## config.mk

```make
export PLATFORM = sky130hd
export DESIGN_NAME = activate_diff_sequencer
export DESIGN_NICKNAME = d
export VERILOG_FILES = /design/src/rtl/activate_diff_sequencer.sv
export SDC_FILE = /design/constraint.sdc
export NUM_CORES = 1
export LEC_CHECK = 0
export BUFFER_PORTS_ARGS = -buffer_cell sky130_fd_sc_hd__buf_2
export CAP_MARGIN = 20
export CORE_MARGIN = 5
export CORE_UTILIZATION = 50
export CTS_BUF_LIST = sky130_fd_sc_hd__clkbuf_2 sky130_fd_sc_hd__clkbuf_4 sky130_fd_sc_hd__clkbuf_8
export DETAILED_ROUTE_END_ITERATION = 7
export GPL_ROUTABILITY_DRIVEN = 0
export PLACE_DENSITY = 0.77
export SLEW_MARGIN = 40
export SYNTH_ARGS = -nofsm -noshare
export SYNTH_HDL_FRONTEND = slang
export SYNTH_SLANG_ARGS = --single-unit
```

## constraint.sdc

```tcl
create_clock -name clk -period 3.7 [get_ports clk]
set_input_delay 0.185 -clock clk [delete_from_list [all_inputs] [get_ports clk]]
set_output_delay 0.185 -clock clk [all_outputs]
set_load 0.01 [all_outputs]
```

## src/rtl/activate_diff_sequencer.sv

```systemverilog
// Training-pass token sequencer: forward rows per layer, one cost token,
// backward rows per layer in reverse order, optional drain, then a done pulse.
module activate_diff_sequencer #(
  parameter int unsigned drain_cycles     = 4,
  parameter int unsigned layer_count_size = 8,
  parameter int unsigned row_count_size   = 16
) (
  input  logic                        clk,
  input  logic                        rst_n,
  input  logic                        start,
  input  logic                        abort,
  input  logic [layer_count_size-1:0] num_layers,
  output logic [layer_count_size-1:0] cfg_layer_addr,
  input  logic [row_count_size-1:0]   cfg_row_count,
  output logic                        issue_valid,
  input  logic                        issue_ready,
  output logic [31:0]                 w_layer_index,
  output logic [31:0]                 w_row_index,
  output logic                        is_update,
  output logic                        backprop_cost,
  output logic                        busy,
  output logic                        done
);

  localparam int unsigned LAYER_W = layer_count_size;
  localparam int unsigned ROW_W   = row_count_size;
  localparam int unsigned DRAIN_W = 8;
  localparam logic [DRAIN_W-1:0] DRAIN_LAST =
    (drain_cycles == 0) ? '0 : DRAIN_W'(drain_cycles - 1);

  typedef enum logic [2:0] {
    S_IDLE,
    S_FWD,
    S_COST,
    S_BWD,
    S_DRAIN,
    S_DONE
  } state_e;

  state_e             state_q, state_d;
  logic [LAYER_W-1:0] layer_q, layer_d;
  logic [ROW_W-1:0]   row_q, row_d;
  logic [DRAIN_W-1:0] drain_q, drain_d;
  logic [LAYER_W-1:0] nl_q, nl_d;

  logic               xfer;
  logic               row_last;
  logic               layer_done;
  logic [LAYER_W-1:0] last_layer;

  // Token presence: row-walking states follow the looked-up row count.
  always_comb begin
    issue_valid = 1'b0;
    if ((state_q == S_FWD) || (state_q == S_BWD)) begin
      issue_valid = (cfg_row_count != '0);
    end else if (state_q == S_COST) begin
      issue_valid = 1'b1;
    end
  end

  assign xfer       = issue_valid && issue_ready;
  assign row_last   = (row_q == (cfg_row_count - ROW_W'(1)));
  assign layer_done = (cfg_row_count == '0) || (xfer && row_last);
  assign last_layer = nl_q - LAYER_W'(1);

  // Register-sourced token and status outputs.
  assign cfg_layer_addr = layer_q;
  assign w_layer_index  = 32'(layer_q);
  assign w_row_index    = 32'(row_q);
  assign is_update      = (state_q == S_BWD);
  assign backprop_cost  = (state_q == S_COST);
  assign busy           = (state_q != S_IDLE);
  assign done           = (state_q == S_DONE);

  // Next-state and counter update.
  always_comb begin
    state_d = state_q;
    layer_d = layer_q;
    row_d   = row_q;
    drain_d = drain_q;
    nl_d    = nl_q;

    case (state_q)
      S_IDLE: begin
        if (start && !abort) begin
          nl_d    = num_layers;
          layer_d = '0;
          row_d   = '0;
          state_d = (num_layers == '0) ? S_DONE : S_FWD;
        end
      end

      S_FWD: begin
        if (layer_done) begin
          row_d = '0;
          if (layer_q == last_layer) begin
            state_d = S_COST;
          end else begin
            layer_d = layer_q + LAYER_W'(1);
          end
        end else if (xfer) begin
          row_d = row_q + ROW_W'(1);
        end
      end

      S_COST: begin
        if (issue_ready) begin
          layer_d = last_layer;
          row_d   = '0;
          state_d = S_BWD;
        end
      end

      S_BWD: begin
        if (layer_done) begin
          row_d = '0;
          if (layer_q == '0) begin
            drain_d = '0;
            state_d = (drain_cycles == 0) ? S_DONE : S_DRAIN;
          end else begin
            layer_d = layer_q - LAYER_W'(1);
          end
        end else if (xfer) begin
          row_d = row_q + ROW_W'(1);
        end
      end

      S_DRAIN: begin
        if (drain_q == DRAIN_LAST) begin
          state_d = S_DONE;
        end else begin
          drain_d = drain_q + DRAIN_W'(1);
        end
      end

      S_DONE: begin
        state_d = S_IDLE;
      end

      default: begin
        state_d = S_IDLE;
      end
    endcase

    // Abort ends any pass immediately, without a done pulse.
    if (abort && (state_q != S_IDLE)) begin
      state_d = S_IDLE;
      layer_d = '0;
      row_d   = '0;
      drain_d = '0;
    end
  end

  // State and counter registers with synchronous reset.
  always_ff @(posedge clk) begin
    if (!rst_n) begin
      state_q <= S_IDLE;
      layer_q <= '0;
      row_q   <= '0;
      drain_q <= '0;
      nl_q    <= '0;
    end else begin
      state_q <= state_d;
      layer_q <= layer_d;
      row_q   <= row_d;
      drain_q <= drain_d;
      nl_q    <= nl_d;
    end
  end

endmodule

```

==> impl_results.md <==
* Outcome: finished, final reports clean
* Clock buffer depth at 2
* Final WL at 9140 um
* CTS Hold Bufs at 0
* H-Tree Depth at 2
* DR pass1 iterations at 4
* CP Max Fanout at 11
* Synth unique cells at 64
* Final setup vio count at 0
* Worst hold path class: in2reg
* Yosys warns at 0
* Post-Layout Cell Count at 610
* Worst path arrival time at 3230 ps
* Setup TNS at 0 ps
* Part of the cycle the worst path needs at 82.0%
* XOR/XNOR Fraction of Synth Area at 12.6%
* Max_slew headroom at 49.8%
* Multi-input gate area at 2490 um2
* FF+latch area at between 800 and 900 um2
* Antenna-violating nets left at 0
* Critical path capture point type: flip-flop
* Worst-path clk slew at 80 ps
* Die W at around 96 um
* Endpoints failing hold at 0
* Slew @ Worst Pin at 752 ps
* R2r startpoint: state_q[0]
* Final Max Tran Viols at 0
* CTS tree: done
* Initial antenna violation count at 0
* Asr flop ratio synth at 0%
* Cell area after synthesis at between 3000 and 4000 um2
* First-pass GRT wire length at 14400 um
* Dpl cells at between 600 and 700
* Hold wc startpoint: num_layers[1]
* Multiplexer share of the synthesized area at 2.76%
* Inserted Diodes at 0
* CP dominant cell by count: a21oi_1
* Startpoint Class: flip-flop
* DIE AREA at 9170 um2
* # port buffers at 65
* Fillers at 703
* Row cnt at 31
* Syn Area/Cell at 8.01 um2
* Pwr dens at 271 nW/um2
* Top_reg_cell synth: dfxtp_1
* All-Layer GR Usage at 19.5%
* Main combinational cell family by area after synthesis: simple AND/OR/NAND/NOR gates
* Post-CTS Setup Repair Bufs at 0
* Top cell type's share of synthesized area at 23.4%
* EDFF count, synth at 0
* Area share of and/or/nand/nor cells after synthesis at 28.1%
* Clock root cell: clkbuf_8
* Yosys reg bits at 43
* Nets at 551
* Max-Cap Viols at 0
* Buf/Inv on CP at 1
* Core footprint at 7210 um2
* Leak Pwr at 1.75 nW
* Compound-Gate Fraction of Synth Area at ~16%
* Crit Path Class: reg2reg
* VDD IR max at 0.000216 V
* Post-DP HPWL at 7160 um
* Most common cell after layout, fill and taps aside: buf_2
* CP max stage cell: dfxtp_1
* Most frequent cells in the layout: buf_2, dfxtp_1, conb_1
* Post-Synthesis Cells at 459
* Final min period at 3030 ps
* Vias post-DR at about 3400
* Crit. Startpoint: state_q[0]
* Cells along the critical path: nor2b_1 > nand2_1 > inv_1 > ha_1 > a21o_1 > a21oi_1 > o21bai_1 > a2111oi_0 > nor3_1 > xnor2_1 > a21oi_1 > a211oi_1
* Num CTS Buffers at 5
* Io pins at 106
* # DRC at 0
* Sequential cell area fraction in the yosys report at 23.4%
* Cell family with the largest share of critical-path delay: compound AO/OA/AOI/OAI gates
* Starting Density at 51.0%
* Vias per cell at about 5.6
* WL per Instance at around 15 um
* CP max stage delay at 500 ps
* Synth area leaders: dfxtp_1, buf_4, xnor2_1
* Vias in the first global route at about 3100
* Yosys top cell by area: dfxtp_1
* Share of layout cells above drive strength 1 at between 10% and 20%
* Worst EP required at 3900 ps
* Clk sink count at 43
* Post-cts repair resize count at 0
* RSZ-0062 raised after global routing: false
* Maximum clock rate at around 330 MHz
* Die height at 95.8 um
* Post-Synth Adder-Cell Area at 4.29%
* GR Overflow Total at 0
* Largest net degree at the start of global routing at 21
* Clock latency on the worst-skew pair at 290 ps
* Iter 0 DRT Violations at 293
* Layout Area Growth over Synthesis at 7.93%
* Clock Skew at 9.42 ps
[cells in the mapped netlist, types with 3 or more instances]
cell      number
a211oi_1       8
a21o_1         4
a21oi_1       21
and3_1        12
buf_4         49
clkbuf_1      13
dfxtp_1       43
ha_1          11
inv_1         11
mux2i_1        9
nand2_1       26
nand2b_1       7
nand3_1       15
nand3b_1       4
nand4_1       10
nand4b_1       3
nor2_1        33
nor2b_1       12
nor3_1        27
nor3b_1        3
nor4_1         7
nor4b_1        3
o211ai_1       3
o21a_1         3
o21ai_0       10
o22ai_1        7
o31a_1         3
or3_1          5
or4_1          4
xnor2_1       26
xor2_1        19
[cells by family (layout without fill, tap and decap cells)]
| kind of cell | Yosys count | after routing |
|---|---|---|
| AOI/OAI and AO/OA | 84 | 84 |
| xor gates and xnor gates | 48 | 48 |
| adders and majority gates | 12 | 12 |
| buffers and inverters | 76 | 89 |
| DFF | 43 | 43 |
| muxes | 10 | 10 |
| other | 1 | 40 |
| and+or+nand+nor | 185 | 185 |
[flip-flops by register name, indices dropped and copies added, names as in the netlist]
| name | count |
|---|---|
| row_q | 16 |
| cfg_layer_addr | 8 |
| drain_q | 8 |
| nl_q | 8 |
| state_q | 3 |
[power by group]
| part | switching [mW] | internal, mW |
|---|---|---|
| Combinational | 0.158 | 0.111 |
| Sequential | 0.0279 | 0.476 |
| Clock | 0.157 | 0.147 |
| Total | 0.343 | 0.734 |
[stage by stage]
stage / worst slack (ps) / hold slack, ps / util (%) / total power [mW] / cell area [um2]
2_1_floorplan: 775 / 313 / - / 0.738 / 3820
3_3_place_gp: 755 / 455 / 53.8 / 0.772 / 3880
3_5_place_dp: 671 / 462 / 53.8 / 0.781 / 3880
4_1_cts: 693 / 157 / 55.0 / 1.08 / 3970
5_1_grt: 393 / 173 / 55.0 / 1.13 / 3970
6_report: 667 / 160 / 55.0 / 1.08 / 3970
[metal layers]
metal | part of all wire (%) | vias to the layer above | routed length, um | GRT usage (%)
met5 | 0 | - | 0 | 0
met4 | 1.4 | 0 | 126 | 5.81
met3 | 7.5 | 12 | 687 | 3.60
met2 | 48 | 128 | 4400 | 31.8
met1 | 43 | 1611 | 3930 | 26.1
li1 | - | 1667 | - | -
[area by class of cell]
type	instances	area share [%]
clock buffers	7	2.11
flip-flops and latches	43	21.7
multi-input cells	379	62.8
repair buffers	70	9.14
inverters	11	1.04
well taps	99	3.12
clock inverters	1	0.126
[worst paths after layout]
path | end | slack, ps | cells after the start
setup / recovery | cfg_layer_addr[7] | 670 | 12
hold / removal | nl_q[1] | 160 | 3
setup reg to reg | cfg_layer_addr[7] | 670 | 12
hold reg to reg | drain_q[7] | 550 | 2
[tightest hold or removal path: stages]
cell and delay (ps):
buf_2 90, mux2i_1 50, nor2b_1 90
No activity file was read; power rests on OpenSTA's default activity.
